$ cat src/rtl/sweep_pkg.sv
// Shared types and constants for the truth-table sweeper: FSM state encoding,
// signature polynomial/seed and the single-step MISR update.
package sweep_pkg;

    typedef enum logic [1:0] {
        IDLE  = 2'd0,
        APPLY = 2'd1,
        DONE  = 2'd2
    } state_e;

    localparam logic [15:0] SIG_POLY = 16'h1021;
    localparam logic [15:0] SIG_SEED = 16'hFFFF;

    function automatic logic [15:0] misr_step(input logic [15:0] s, input logic [15:0] d);
        return {s[14:0], 1'b0} ^ (s[15] ? SIG_POLY : 16'h0000) ^ d;
    endfunction

endpackage

$ cat src/rtl/truth_table_sweeper_if.sv
// Controller/DUT-facing bundle of the sweeper: start, truth table, DUT response,
// stimulus vector and result reporting. The sweeper itself uses the slave modport.
interface truth_table_sweeper_if #(
    parameter int N_IN  = 4,
    parameter int N_OUT = 1
);
    localparam int N_VEC = 1 << N_IN;

    logic                     start;
    logic [N_VEC*N_OUT-1:0]   exp_table;
    logic [N_OUT-1:0]         dut_out;
    logic [N_IN-1:0]          vec;
    logic                     busy;
    logic                     done;
    logic                     pass;
    logic [N_IN:0]            err_count;
    logic                     first_fail_valid;
    logic [N_IN-1:0]          first_fail_vec;
    logic [15:0]              sig;

    modport master (
        output start, exp_table, dut_out,
        input  vec, busy, done, pass, err_count, first_fail_valid, first_fail_vec, sig
    );

    modport slave (
        input  start, exp_table, dut_out,
        output vec, busy, done, pass, err_count, first_fail_valid, first_fail_vec, sig
    );
endinterface

$ cat src/rtl/sweep_misr16.sv
// 16-bit multiple-input signature register: seeded on load, folds din in on shift.
module sweep_misr16
    import sweep_pkg::*;
(
    input  logic        clk,
    input  logic        rst_n,
    input  logic        load,
    input  logic        shift,
    input  logic [15:0] din,
    output logic [15:0] sig
);
    logic [15:0] sig_q;
    logic [15:0] sig_d;

    always_comb begin
        sig_d = sig_q;
        if (load) begin
            sig_d = SIG_SEED;
        end else if (shift) begin
            sig_d = misr_step(sig_q, din);
        end
    end

    always_ff @(posedge clk or negedge rst_n) begin
        if (!rst_n) begin
            sig_q <= 16'h0000;
        end else begin
            sig_q <= sig_d;
        end
    end

    assign sig = sig_q;
endmodule

$ cat src/rtl/truth_table_sweeper.sv
// Exhaustive stimulus engine: walks every input vector, holds each HOLD cycles,
// compares the last-cycle DUT sample against exp_table. SWEEP_SIGNATURE_EN adds a MISR on sig.
module truth_table_sweeper
    import sweep_pkg::*;
#(
    parameter int N_IN  = 4,
    parameter int N_OUT = 1,
    parameter int HOLD  = 5
) (
    input  logic                  clk,
    input  logic                  rst_n,
    truth_table_sweeper_if.slave  bus
);
    localparam int              HW        = (HOLD > 1) ? $clog2(HOLD) : 1;
    localparam logic [HW-1:0]   HOLD_LAST = HW'(HOLD - 1);
    localparam logic [N_IN-1:0] VEC_LAST  = '1;

    state_e            state_q, state_d;
    logic [HW-1:0]     hold_q, hold_d;
    logic [N_IN-1:0]   vec_q, vec_d;
    logic [N_IN-1:0]   ffvec_q, ffvec_d;
    logic [N_IN:0]     err_q, err_d;
    logic              ffv_q, ffv_d;
    logic              pass_q, pass_d;

    logic              start_w;
    logic              sample_w;
    logic              mismatch_w;
    logic [N_OUT-1:0]  exp_w;

    assign exp_w      = bus.exp_table[int'(vec_q)*N_OUT +: N_OUT];
    assign start_w    = (state_q == IDLE) && bus.start;
    assign sample_w   = (state_q == APPLY) && (hold_q == HOLD_LAST);
    assign mismatch_w = sample_w && (bus.dut_out != exp_w);

    always_comb begin
        state_d = state_q;
        hold_d  = hold_q;
        vec_d   = vec_q;
        ffvec_d = ffvec_q;
        err_d   = err_q;
        ffv_d   = ffv_q;
        pass_d  = pass_q;
        case (state_q)
            IDLE: begin
                if (start_w) begin
                    state_d = APPLY;
                    hold_d  = '0;
                    vec_d   = '0;
                    err_d   = '0;
                    ffv_d   = 1'b0;
                    ffvec_d = '0;
                    pass_d  = 1'b0;
                end
            end
            APPLY: begin
                if (sample_w) begin
                    if (mismatch_w) begin
                        err_d = err_q + (N_IN+1)'(1);
                        if (!ffv_q) begin
                            ffv_d   = 1'b1;
                            ffvec_d = vec_q;
                        end
                    end
                    // pass is decided from the count including this last sample
                    if (vec_q == VEC_LAST) begin
                        state_d = DONE;
                        vec_d   = '0;
                        pass_d  = (err_d == '0);
                    end else begin
                        vec_d  = vec_q + N_IN'(1);
                        hold_d = '0;
                    end
                end else begin
                    hold_d = hold_q + HW'(1);
                end
            end
            DONE:    state_d = IDLE;
            default: state_d = IDLE;
        endcase
    end

    always_ff @(posedge clk or negedge rst_n) begin
        if (!rst_n) begin
            state_q <= IDLE;
            hold_q  <= '0;
            vec_q   <= '0;
            ffvec_q <= '0;
            err_q   <= '0;
            ffv_q   <= 1'b0;
            pass_q  <= 1'b0;
        end else begin
            state_q <= state_d;
            hold_q  <= hold_d;
            vec_q   <= vec_d;
            ffvec_q <= ffvec_d;
            err_q   <= err_d;
            ffv_q   <= ffv_d;
            pass_q  <= pass_d;
        end
    end

    assign bus.vec              = vec_q;
    assign bus.busy             = (state_q == APPLY);
    assign bus.done             = (state_q == DONE);
    assign bus.pass             = pass_q;
    assign bus.err_count        = err_q;
    assign bus.first_fail_valid = ffv_q;
    assign bus.first_fail_vec   = ffvec_q;

`ifdef SWEEP_SIGNATURE_EN
    logic [15:0] din_w;

    always_comb begin
        din_w = '0;
        din_w[N_OUT-1:0] = bus.dut_out;
    end

    sweep_misr16 u_misr (
        .clk   (clk),
        .rst_n (rst_n),
        .load  (start_w),
        .shift (sample_w),
        .din   (din_w),
        .sig   (bus.sig)
    );
`else
    assign bus.sig = 16'h0000;
`endif
endmodule

$ cat src/flat_wrapper.sv
// flat-port wrapper written by rule: the top's interface ports become plain ports
module truth_table_sweeper_flat import sweep_pkg::*;
#(
    parameter int N_IN  = 4,
    parameter int N_OUT = 1,
    parameter int HOLD  = 5
)
  (clk, rst_n, bus_start, bus_exp_table, bus_dut_out, bus_vec, bus_busy, bus_done, bus_pass, bus_err_count, bus_first_fail_valid, bus_first_fail_vec, bus_sig);
  truth_table_sweeper_if #(.N_IN(N_IN), .N_OUT(N_OUT)) bus_i ();
  input  logic clk;
  input  logic rst_n;
  input wire logic [$bits(bus_i.start)-1:0] bus_start;
  input wire logic [$bits(bus_i.exp_table)-1:0] bus_exp_table;
  input wire logic [$bits(bus_i.dut_out)-1:0] bus_dut_out;
  output wire logic [$bits(bus_i.vec)-1:0] bus_vec;
  output wire logic [$bits(bus_i.busy)-1:0] bus_busy;
  output wire logic [$bits(bus_i.done)-1:0] bus_done;
  output wire logic [$bits(bus_i.pass)-1:0] bus_pass;
  output wire logic [$bits(bus_i.err_count)-1:0] bus_err_count;
  output wire logic [$bits(bus_i.first_fail_valid)-1:0] bus_first_fail_valid;
  output wire logic [$bits(bus_i.first_fail_vec)-1:0] bus_first_fail_vec;
  output wire logic [$bits(bus_i.sig)-1:0] bus_sig;
  assign bus_i.start = bus_start;
  assign bus_i.exp_table = bus_exp_table;
  assign bus_i.dut_out = bus_dut_out;
  assign bus_vec = bus_i.vec;
  assign bus_busy = bus_i.busy;
  assign bus_done = bus_i.done;
  assign bus_pass = bus_i.pass;
  assign bus_err_count = bus_i.err_count;
  assign bus_first_fail_valid = bus_i.first_fail_valid;
  assign bus_first_fail_vec = bus_i.first_fail_vec;
  assign bus_sig = bus_i.sig;
  truth_table_sweeper #(.N_IN(N_IN), .N_OUT(N_OUT), .HOLD(HOLD)) u_core (.clk(clk), .rst_n(rst_n), .bus(bus_i));
endmodule
$ cat config.mk
export PLATFORM = sky130hd
export DESIGN_NAME = truth_table_sweeper_flat
export DESIGN_NICKNAME = d
export VERILOG_FILES = /design/src/rtl/sweep_pkg.sv /design/src/rtl/truth_table_sweeper_if.sv /design/src/rtl/sweep_misr16.sv /design/src/rtl/truth_table_sweeper.sv /design/src/flat_wrapper.sv
export SDC_FILE = /design/constraint.sdc
export NUM_CORES = 1
export LEC_CHECK = 0
export ABC_AREA = 1
export ABC_CLOCK_PERIOD_IN_PS = 4950
export BUFFER_PORTS_ARGS = -buffer_cell sky130_fd_sc_hd__buf_4
export CAP_MARGIN = 20
export CORE_UTILIZATION = 53
export CTS_BUF_LIST = sky130_fd_sc_hd__clkbuf_4 sky130_fd_sc_hd__clkbuf_8 sky130_fd_sc_hd__clkbuf_16
export CTS_CLUSTER_DIAMETER = 200
export DETAILED_ROUTE_END_ITERATION = 12
export MAX_ROUTING_LAYER = met4
export PLACE_DENSITY = 0.85
export SLEW_MARGIN = 20
export SYNTH_ARGS = -nofsm -noshare
export SYNTH_HDL_FRONTEND = slang
export SYNTH_HIERARCHICAL = 1
export SYNTH_SLANG_ARGS = --single-unit
export TNS_END_PERCENT = 50
$ cat constraint.sdc
create_clock -name clk -period 4.95 [get_ports clk]
set_input_delay 0.7425 -clock clk [delete_from_list [all_inputs] [get_ports clk]]
set_output_delay 0.7425 -clock clk [all_outputs]
set_load 0.01 [all_outputs]
==> results of run 1 <==
cell usage in the layout (no fill, tap or decap), types with 4 or more instances in the layout:
master,Yosys,routed
nor2_1,7,7
o21ai_0,8,8
inv_1,34,34
ha_1,4,4
conb_1,1,16
o21ai_1,4,4
o22ai_1,4,4
dfrtp_1,20,20
nand2_1,53,53
nand2_2,6,6
buf_4,16,36
nand3_1,22,22
power breakdown:
group | internal (mW) | switching, mW | leakage (nW)
clock network | 0.0449 | 0.0493 | 0.0210
logic | 0.204 | 0.291 | 0.684
registers | 0.231 | 0.0763 | 0.248
state kept, by name, indices dropped and copies added, names as in the netlist:
name                         cells
u_core/bus.err_count             5
u_core/bus.vec                   4
u_core/bus.first_fail_valid      1
u_core/state_q                   2
u_core/bus.first_fail_vec        4
u_core/hold_q                    3
u_core/bus.pass                  1
cell usage after synthesis (3+ instances only):
cell and n:
o21ai_1 4, nor2_1 7, nand2_1 53, o21ai_0 8
buf_4 16, inv_1 34, nand2_2 6, dfrtp_1 20
nand3_2 3, ha_1 4, a21oi_1 3, nand3_1 22
o22ai_1 4
cell type report:
type	count	area, um2
repair buffers	36	270
fillers	218	831
multi-input cells	140	712
well taps	30	37.5
clock buffers	4	36.3
inverters	36	135
flip-flops and latches	20	500
worst paths after layout:
kind                            slack [ns]  depth (start not counted)               from                            to
max in group asynchronous             4.44                          1              rst_n             u_core/state_q[1]
min in group clk                      0.49                          2    u_core/bus.pass               u_core/bus.pass
worst min-delay path                  0.30                          1              rst_n       u_core/bus.err_count[2]
worst max-delay path                  2.97                          3  u_core/state_q[0]                      bus_busy
worst min register to register        0.49                          2    u_core/bus.pass               u_core/bus.pass
worst max register to register        3.00                         13  u_core/bus.vec[0]  u_core/bus.first_fail_vec[2]
through the flow:
stage	setup WS (ns)	hold WS, ns	total power [mW]
after floorplan	3.20	0.447	0.658
after global placement	2.98	0.475	0.788
after detailed placement	2.93	0.471	0.807
after CTS	2.97	0.296	0.902
after global routing	2.77	0.298	0.981
final	2.97	0.297	0.896
cell families (layout without fill, tap and decap cells):
| logic type | count (synthesis) | after routing | synth area share |
|---|---|---|---|
| compound gates | 20 | 20 | 0.0809 |
| xor+xnor | 2 | 2 | 0.0122 |
| buf+inv | 55 | 76 | 0.197 |
| simple gates | 98 | 98 | 0.325 |
| flops | 20 | 20 | 0.348 |
| fa+ha+maj | 4 | 4 | 0.0348 |
| other cells | 1 | 16 | 0.00261 |
metal layers:
| metal | up-vias | GRT usage | share of wire |
|---|---|---|---|
| li1 | 672 | - | - |
| met1 | 602 | 0.301 | 0.45 |
| met2 | 39 | 0.389 | 0.50 |
| met3 | 2 | 0.0593 | 0.045 |
| met4 | 0 | 0.0513 | 0.0082 |
| met5 | - | - | 0 |
==> flow_metrics.env, run 1 <==
export IMPL_syn_area_um2=1440
export IMPL_cts_max_path_buffers=2
export IMPL_crit_chain="inv_1 -> nor2_4 -> buf_4"
export IMPL_fmax_mhz=505
export IMPL_antenna_found_initial=0
export IMPL_report_final_slew_viol_count=0
export IMPL_rsz0062_at_grt="no"
export IMPL_cts_htree_levels=1
export IMPL_critPathMaxFanout=7
export IMPL_placedCellCount=262
export IMPL_place_area_um2=1660
export IMPL_io_buffers=36
export IMPL_diodes=0
export IMPL_vias=1315
export IMPL_yosys_top_cells_area="dfrtp_1 35%, nand2_1 14%, inv_1 8.9%"
export IMPL_die_w_um=54.1
export IMPL_grt_pass1_vias=1099
export IMPL_cts_setup_buffers=0
export IMPL_cts_buffers=3
export IMPL_p_leak_nw=0.953
export IMPL_grt_pass1_wl_mm=4.87
export IMPL_drv_cap=0
export IMPL_dp_hpwl_mm=2.31
export IMPL_die_y_um=54.1
export IMPL_worstPathArrival_ns=1.24
export IMPL_synth_warnings=6
export IMPL_run_status="completed"
export IMPL_clkSinkCount=20
export IMPL_ys_seq_area_frac=0.348
export IMPL_synthArstFlopShare=1.00
export IMPL_initial_utilization=0.570
export IMPL_fin_util=0.671
export IMPL_syn_avg_cell_area_um2=7.19
export IMPL_start_kind="register"
export IMPL_grt_overflow=0
export IMPL_dieArea_um2=2930
export IMPL_grt_max_degree=21
export IMPL_core_um2=2520
export IMPL_routed_wl_mm=2.93
export IMPL_hold_violations=0
export IMPL_clock_skew_ns=0.00389
export IMPL_worstSetupEndpointType="output port"
export IMPL_cts_resized=0
export IMPL_stdcell_count=266
export IMPL_clkTransAtPathRegs_ns=0.11
export IMPL_synth_edf_count=0
export IMPL_grtUsageTotal=0.239
export IMPL_cts_tree="yes"
export IMPL_crit_buf_inv=2
export IMPL_area_growth_syn_to_layout_pct=17.6
export IMPL_synth_distinct_cells=26
export IMPL_clk_latency_ns=0.30
export IMPL_yosys_area_top_type_share=0.348
export IMPL_firstDrtPassIters=4
export IMPL_path_class="reg2out"
export IMPL_peakVddDrop_mv=0.324
export IMPL_slowest_delay_ns=0.44
export IMPL_fin_crit_sh=0.400
export IMPL_io_pins=53
export IMPL_fin_tns_setup_ns=0
export IMPL_drcViolationCount=0
export IMPL_power_density_nw_per_um2=530
export IMPL_cp_required_ns=4.21
export IMPL_synth_ff_type="dfrtp_1"
export IMPL_gp_congestion=0.927
export IMPL_drt_wirelength_per_cell_um=11.0
export IMPL_setup_viol=0
export IMPL_ant_nets=0
export IMPL_drive_gt1_frac=0.237
export IMPL_rows=18
export IMPL_ys_ff_latch=20
export IMPL_fin_crit_ns=1.98
export IMPL_slowest_stage="dfrtp_1"
export IMPL_hold_buffers=0
export IMPL_syn_inst=200
export IMPL_design_area_um2=1690
export IMPL_fin_nets=261
export IMPL_initialDrtViolationCount=28
export IMPL_cpLargestDelayFamily="flip-flops"
export IMPL_yosys_area_top_type="dfrtp_1"
export IMPL_hold_path_class="in2async"
export IMPL_cts_root_buffer="clkbuf_4"
export IMPL_via_per_inst=4.94
(Power assumes the default switching activity.)
==> inputs of run 2 (changes only) <==
--- a/config.mk
+++ b/config.mk
@@ -5,16 +5,16 @@
 export SDC_FILE = /design/constraint.sdc
 export NUM_CORES = 1
 export LEC_CHECK = 0
-export ABC_AREA = 1
-export ABC_CLOCK_PERIOD_IN_PS = 4950
+export ABC_AREA = 0
+export ABC_CLOCK_PERIOD_IN_PS = 1700
 export BUFFER_PORTS_ARGS = -buffer_cell sky130_fd_sc_hd__buf_4
 export CAP_MARGIN = 20
-export CORE_UTILIZATION = 53
+export CORE_UTILIZATION = 43
 export CTS_BUF_LIST = sky130_fd_sc_hd__clkbuf_4 sky130_fd_sc_hd__clkbuf_8 sky130_fd_sc_hd__clkbuf_16
 export CTS_CLUSTER_DIAMETER = 200
 export DETAILED_ROUTE_END_ITERATION = 12
 export MAX_ROUTING_LAYER = met4
-export PLACE_DENSITY = 0.85
+export PLACE_DENSITY = 0.75
 export SLEW_MARGIN = 20
 export SYNTH_ARGS = -nofsm -noshare
 export SYNTH_HDL_FRONTEND = slang
==> constraint.sdc (replaced) <==
create_clock -name clk -period 1.7 [get_ports clk]
set_input_delay 0.255 -clock clk [delete_from_list [all_inputs] [get_ports clk]]
set_output_delay 0.255 -clock clk [all_outputs]
set_load 0.01 [all_outputs]
==> run 2 against run 1 <==
The run now ends with design-rule violations, negative setup slack left; hold slack better by 0.046 ns; core utilization down 3.1 points; sequential share of layout area decreased by 1.6 points; critical path type is now reg2reg; critical path depth rose by 6; die area grew 11%; routed wire length up 11%; via count down 12%; clock skew down 0.00097 ns; final area grew 6.0%.
==> flow_metrics.env, run 2 <==
export IMPL_run_status="complete, but fails checks"
export IMPL_violations="design-rule violations, negative setup slack"
export IMPL_design_area_um2=1790
export IMPL_synthArstFlopShare=1.00
export IMPL_cts_root_buffer="clkbuf_4"
export IMPL_ant_nets=0
export IMPL_cts_buffers=3
export IMPL_mostFrequentLayoutCell="buf_4"
export IMPL_diodes=0
export IMPL_critPathMaxFanout=10
export IMPL_syn_area_um2=1300
export IMPL_dp_hpwl_mm=2.49
export IMPL_synth_edf_count=0
export IMPL_drt_wirelength_per_cell_um=14.6
export IMPL_worstPathArrival_ns=2.48
export IMPL_nFillCells=247
export IMPL_clock_skew_ns=0.00292
export IMPL_fmax_mhz=444
export IMPL_drcViolationCount=8
export IMPL_synth_distinct_cells=35
export IMPL_rsz0062_at_grt="yes"
export IMPL_cp_required_ns=1.93
export IMPL_synth_warnings=6
export IMPL_area_growth_syn_to_layout_pct=38.2
export IMPL_via_per_inst=5.19
export IMPL_fin_nets=216
export IMPL_firstDrtPassIters=9
export IMPL_regArea_um2=502
export IMPL_dieArea_um2=3240
export IMPL_clk_latency_ns=0.31
export IMPL_hold_path_class="in2async"
export IMPL_yosys_area_top_type="dfrtp_1"
export IMPL_path_class="reg2reg"
export IMPL_peakVddDrop_mv=0.895
export IMPL_cts_max_path_buffers=2
export IMPL_setup_viol=12
export IMPL_vias=1153
export IMPL_grt_pass1_vias=1204
export IMPL_fin_crit_sh=1.33
export IMPL_fin_crit_ns=2.25
export IMPL_layout_common_cells="59 x buf_4, 19 x dfrtp_1, 16 x conb_1, 9 x mux2i_1"
export IMPL_rows=19
export IMPL_fin_tns_setup_ns=-5.20
export IMPL_drive_gt1_frac=0.440
export IMPL_synthTopCellsByCount="20 x dfrtp_1, 16 x buf_4, 10 x o21ai_0"
export IMPL_dpl_worst_slack_ns=-0.546
export IMPL_yosys_area_top_type_share=0.386
export IMPL_antenna_found_initial=0
export IMPL_place_area_um2=1670
export IMPL_grt_max_degree=21
export IMPL_clkTransAtPathRegs_ns=0.12
export IMPL_initial_utilization=0.463
export IMPL_io_pins=53
export IMPL_core_um2=2810
export IMPL_placedCellCount=212
export IMPL_routed_wl_mm=3.25
export IMPL_drv_cap=0
export IMPL_synth_most_common_cell="dfrtp_1"
export IMPL_die_y_um=56.9
export IMPL_clkSinkCount=20
export IMPL_yosys_top_cells_area="dfrtp_1 39%, buf_4 9.3%, mux2i_1 6.9%"
export IMPL_die_w_um=56.9
export IMPL_initialDrtViolationCount=52
export IMPL_largest_register_ffs=5
export IMPL_power_density_nw_per_um2=1320
export IMPL_report_final_slew_viol_count=0
export IMPL_crit_start="u_core/bus.vec[0]"
export IMPL_syn_avg_cell_area_um2=9.90
export IMPL_power_mw=2.37
export IMPL_worstSetupEndpointType="register"
export IMPL_start_kind="register"
export IMPL_reg2reg_from="u_core/bus.vec[0]"
export IMPL_p_leak_nw=0.900
export IMPL_io_buffers=36
export IMPL_synth_ff_type="dfrtp_1"
export IMPL_hold_violations=0
export IMPL_grt_pass1_wl_mm=5.44
export IMPL_grt_overflow=0
export IMPL_stdcell_count=222
export IMPL_grtUsageTotal=0.223
export IMPL_cts_tree="yes"
export IMPL_ys_seq_area_frac=0.386
export IMPL_syn_inst=131
export IMPL_gp_congestion=0.835
export IMPL_multi_input_area_um2=736
export IMPL_worst_slack_ns=-0.554
export IMPL_ys_ff_latch=20
export IMPL_cts_htree_levels=1
run 2: report_power, final:
group | switching [mW] | total, mW | internal (mW)
combinational | 0.628 | 1.34 | 0.707
sequential | 0.126 | 0.752 | 0.625
clock | 0.155 | 0.286 | 0.131
total | 0.909 | 2.37 | 1.46
run 2: area by class of cell:
type | instances | area share
multi-input combinational | 102 | 0.410
timing repair buffer | 62 | 0.262
tap | 31 | 0.0216
inverter | 3 | 0.00628
clock buffer | 4 | 0.0202
sequential | 20 | 0.280
run 2: routing by layer:
| layer | vias up | track usage | share of wire |
|---|---|---|---|
| met4 | 0 | 0.0801 | 0.017 |
| met1 | 552 | 0.279 | 0.43 |
| met5 | - | - | 0 |
| met3 | 6 | 0.0227 | 0.036 |
| li1 | 560 | - | - |
| met2 | 35 | 0.376 | 0.52 |
run 2: repair_timing:
| item | CTS | global route |
|---|---|---|
| gates resized for setup | 5 | 10 |
| pin swaps | 1 | 0 |
| hold buffers | 1 | 0 |
| setup endpoints to repair | 14 | 18 |
| hold endpoints to repair | 20 | 0 |
| setup buffers | 4 | 1 |
run 2: path summary, 6_finish.rpt:
check                                                    end  slack [ns]  cells past startpoint
worst max-delay path                         u_core/bus.pass       -0.55                      9
worst min-delay path                 u_core/bus.err_count[4]        0.34                      2
worst max register to register               u_core/bus.pass       -0.55                      9
worst min register to register  u_core/bus.first_fail_vec[2]        0.52                      1
max in group asynchronous                  u_core/bus.vec[0]        1.13                      2
min in group clk                 u_core/bus.first_fail_valid        0.41                      4
run 2: worst max-delay path: stages (launching register included):
cell,delay [ns]
dfrtp_2,0.43
buf_4,0.15
mux2i_1,0.12
mux4_2,0.47
xor2_1,0.16
o22ai_2,0.15
buf_6,0.15
and3b_1,0.18
o2111ai_2,0.15
o31ai_1,0.21
run 2: stage by stage:
step,utilization,hold slack [ns]
floorplan,-,-0.0406
global placement,0.595,0.145
detailed placement,0.595,0.151
CTS,0.627,0.347
global route,0.639,0.373
finish,0.639,0.343
run 2: cells by family after synthesis:
family,count (synthesis),synth area share
muxes,12,0.113
buffers and inverters,24,0.127
other,1,0.00289
AOI/OAI and AO/OA,28,0.151
adders and majority gates,4,0.0386
DFF,20,0.386
xor gates and xnor gates,5,0.0338
and+or+nand+nor,37,0.148
==> inputs of run 3 (changes only) <==
--- a/config.mk
+++ b/config.mk
@@ -15,6 +15,7 @@
 export DETAILED_ROUTE_END_ITERATION = 12
 export MAX_ROUTING_LAYER = met4
 export PLACE_DENSITY = 0.75
+export RECOVER_POWER = 25
 export SLEW_MARGIN = 20
 export SYNTH_ARGS = -nofsm -noshare
 export SYNTH_HDL_FRONTEND = slang
==> run 3 against run 2 <==
The flow still finishes with violations (design-rule violations, negative setup slack); clock power is essentially flat; flip-flop and latch count is the same; die area is the same; register-to-register slack is essentially flat; sequential share of layout area grew 0.059 points; clock-buffer cell count is the same; cell count is the same; first-iteration DRC count is the same; via count is essentially flat; combinational power is essentially flat; core utilization shrank 0.13 points; largest cell class unchanged.
==> flow_metrics.env, run 3 (synthesized netlist as in run 2, its figures left out) <==
export IMPL_run_status="complete, but fails checks"
export IMPL_holdWs_ns=0.409
export IMPL_dpl_worst_slack_ns=-0.546
export IMPL_io_buffers=36
export IMPL_drcViolationCount=8
export IMPL_cts_tree="yes"
export IMPL_clkSinkCount=20
export IMPL_critPathMaxFanout=10
export IMPL_firstDrtPassIters=8
export IMPL_clock_skew_ns=0.00293
export IMPL_hold_depth=4
export IMPL_start_kind="register"
export IMPL_setup_viol=12
export IMPL_fin_util=0.638
export IMPL_p_leak_nw=0.897
export IMPL_tightestPinTransition_ns=1.06
export IMPL_crit_chain="buf_4 -> mux2i_1 -> mux4_2 -> xor2_1 -> o22ai_2 -> buf_6 -> and3b_1 -> o2111ai_2 -> o31ai_1"
export IMPL_grt_max_degree=21
export IMPL_drive_gt1_frac=0.435
export IMPL_fin_crit_sh=1.33
export IMPL_initialDrtViolationCount=52
export IMPL_multi_input_area_um2=736
export IMPL_ant_nets=0
export IMPL_power_mw=2.37
export IMPL_area_growth_syn_to_layout_pct=37.9
export IMPL_path_class="reg2reg"
export IMPL_crit_buf_inv=2
export IMPL_die_w_um=56.9
export IMPL_hold_path_class="in2reg"
export IMPL_peakVddDrop_mv=0.892
export IMPL_drt_wirelength_per_cell_um=14.6
export IMPL_reg2reg_depth=9
export IMPL_vias=1152
export IMPL_drv_cap=0
export IMPL_initial_utilization=0.463
export IMPL_grt_pass1_wl_mm=5.44
export IMPL_fmax_mhz=444
export IMPL_dieArea_um2=3240
export IMPL_routed_wl_mm=3.25
export IMPL_cts_max_path_buffers=2
export IMPL_io_pins=53
export IMPL_fin_crit_ns=2.25
export IMPL_cp_required_ns=1.93
export IMPL_slowest_delay_ns=0.47
export IMPL_antenna_found_initial=0
export IMPL_cts_buffers=3
export IMPL_gp_congestion=0.835
export IMPL_worstSetupEndpointType="register"
export IMPL_largest_register_ffs=5
export IMPL_worstPathArrival_ns=2.48
export IMPL_core_um2=2810
export IMPL_grt_overflow=0
export IMPL_die_y_um=56.9
export IMPL_slew_headroom=0.291
export IMPL_rsz0062_at_grt="yes"
export IMPL_via_per_inst=5.19
export IMPL_grt_pass1_vias=1204
export IMPL_cts_htree_levels=1
export IMPL_cts_root_buffer="clkbuf_4"
export IMPL_slowest_stage="mux4_2"
export IMPL_clkTransAtPathRegs_ns=0.12
export IMPL_diodes=0
export IMPL_mostFrequentLayoutCell="buf_4"
export IMPL_cp_depth=9
export IMPL_dp_hpwl_mm=2.49
export IMPL_fin_tns_setup_ns=-5.20
export IMPL_report_final_slew_viol_count=0
export IMPL_fin_nets=216
export IMPL_nFillCells=247
export IMPL_grtUsageTotal=0.223
export IMPL_worst_slack_ns=-0.554
export IMPL_violations="design-rule violations, negative setup slack"
export IMPL_clk_latency_ns=0.31
export IMPL_hold_violations=0
export IMPL_power_density_nw_per_um2=1330
export IMPL_regArea_um2=502
export IMPL_cpLargestDelayFamily="multiplexers"
export IMPL_layout_common_cells="58 x buf_4, 19 x dfrtp_1, 16 x conb_1, 9 x mux2i_1"
export IMPL_rows=19
==> run 3: cell types whose count changed in the layout (fill, tap and decap cells not counted) <==
cell	before	now
buf_4	59	58
clkbuf_1	0	1
==> run 3: metrics by stage <==
step	cells	area [um2]
after global routing	222	1790
final	222	1790
after global placement	212	1670
after detailed placement	212	1670
after CTS	221	1760
after floorplan	146	1370
==> run 3: where the power goes <==
group	switching (mW)	total, mW	internal, mW
sequential	0.126	0.752	0.625
combinational	0.628	1.33	0.706
clock	0.155	0.286	0.131
==> run 3: metal layers <==
layer / up-vias / GRT usage / share of wire
met4: 0 / 0.0801 / 0.017
li1: 560 / - / -
met3: 6 / 0.0227 / 0.036
met1: 551 / 0.279 / 0.43
met5: - / - / 0
met2: 35 / 0.376 / 0.52
==> run 3: worst min-delay path, cell delays in order <==
cell      delay [ns]
buf_4           0.11
nand2b_1        0.10
a21oi_1         0.06
o22a_1          0.17
==> run 3: cell type report <==
cell class,instances,area share
Clock buffer,4,0.0203
Tap cell,31,0.0217
Inverter,3,0.00629
Timing Repair Buffer,62,0.260
Multi-Input combinational cell,102,0.411
Sequential cell,20,0.280
==> run 3: final timing paths <==
kind,endpoint,slack (ns),startpoint
hold reg to reg,u_core/bus.first_fail_vec[2],0.52,u_core/bus.first_fail_vec[2]
max in group asynchronous,u_core/bus.vec[0],0.35,rst_n
hold / removal,u_core/bus.first_fail_valid,0.41,bus_start
setup / recovery,u_core/bus.pass,-0.55,u_core/bus.vec[0]
min in group asynchronous,u_core/bus.err_count[4],0.64,rst_n
setup reg to reg,u_core/bus.pass,-0.55,u_core/bus.vec[0]
==> run 3: timing repair <==
action                                  CTS  global route
hold endpoints to repair                 20             0
pin swaps                                 1             0
gates resized for setup                   5            10
gates cloned                              0             0
buffers inserted                          4             1
hold buffers                              1             0
endpoints found under the setup margin   14            18
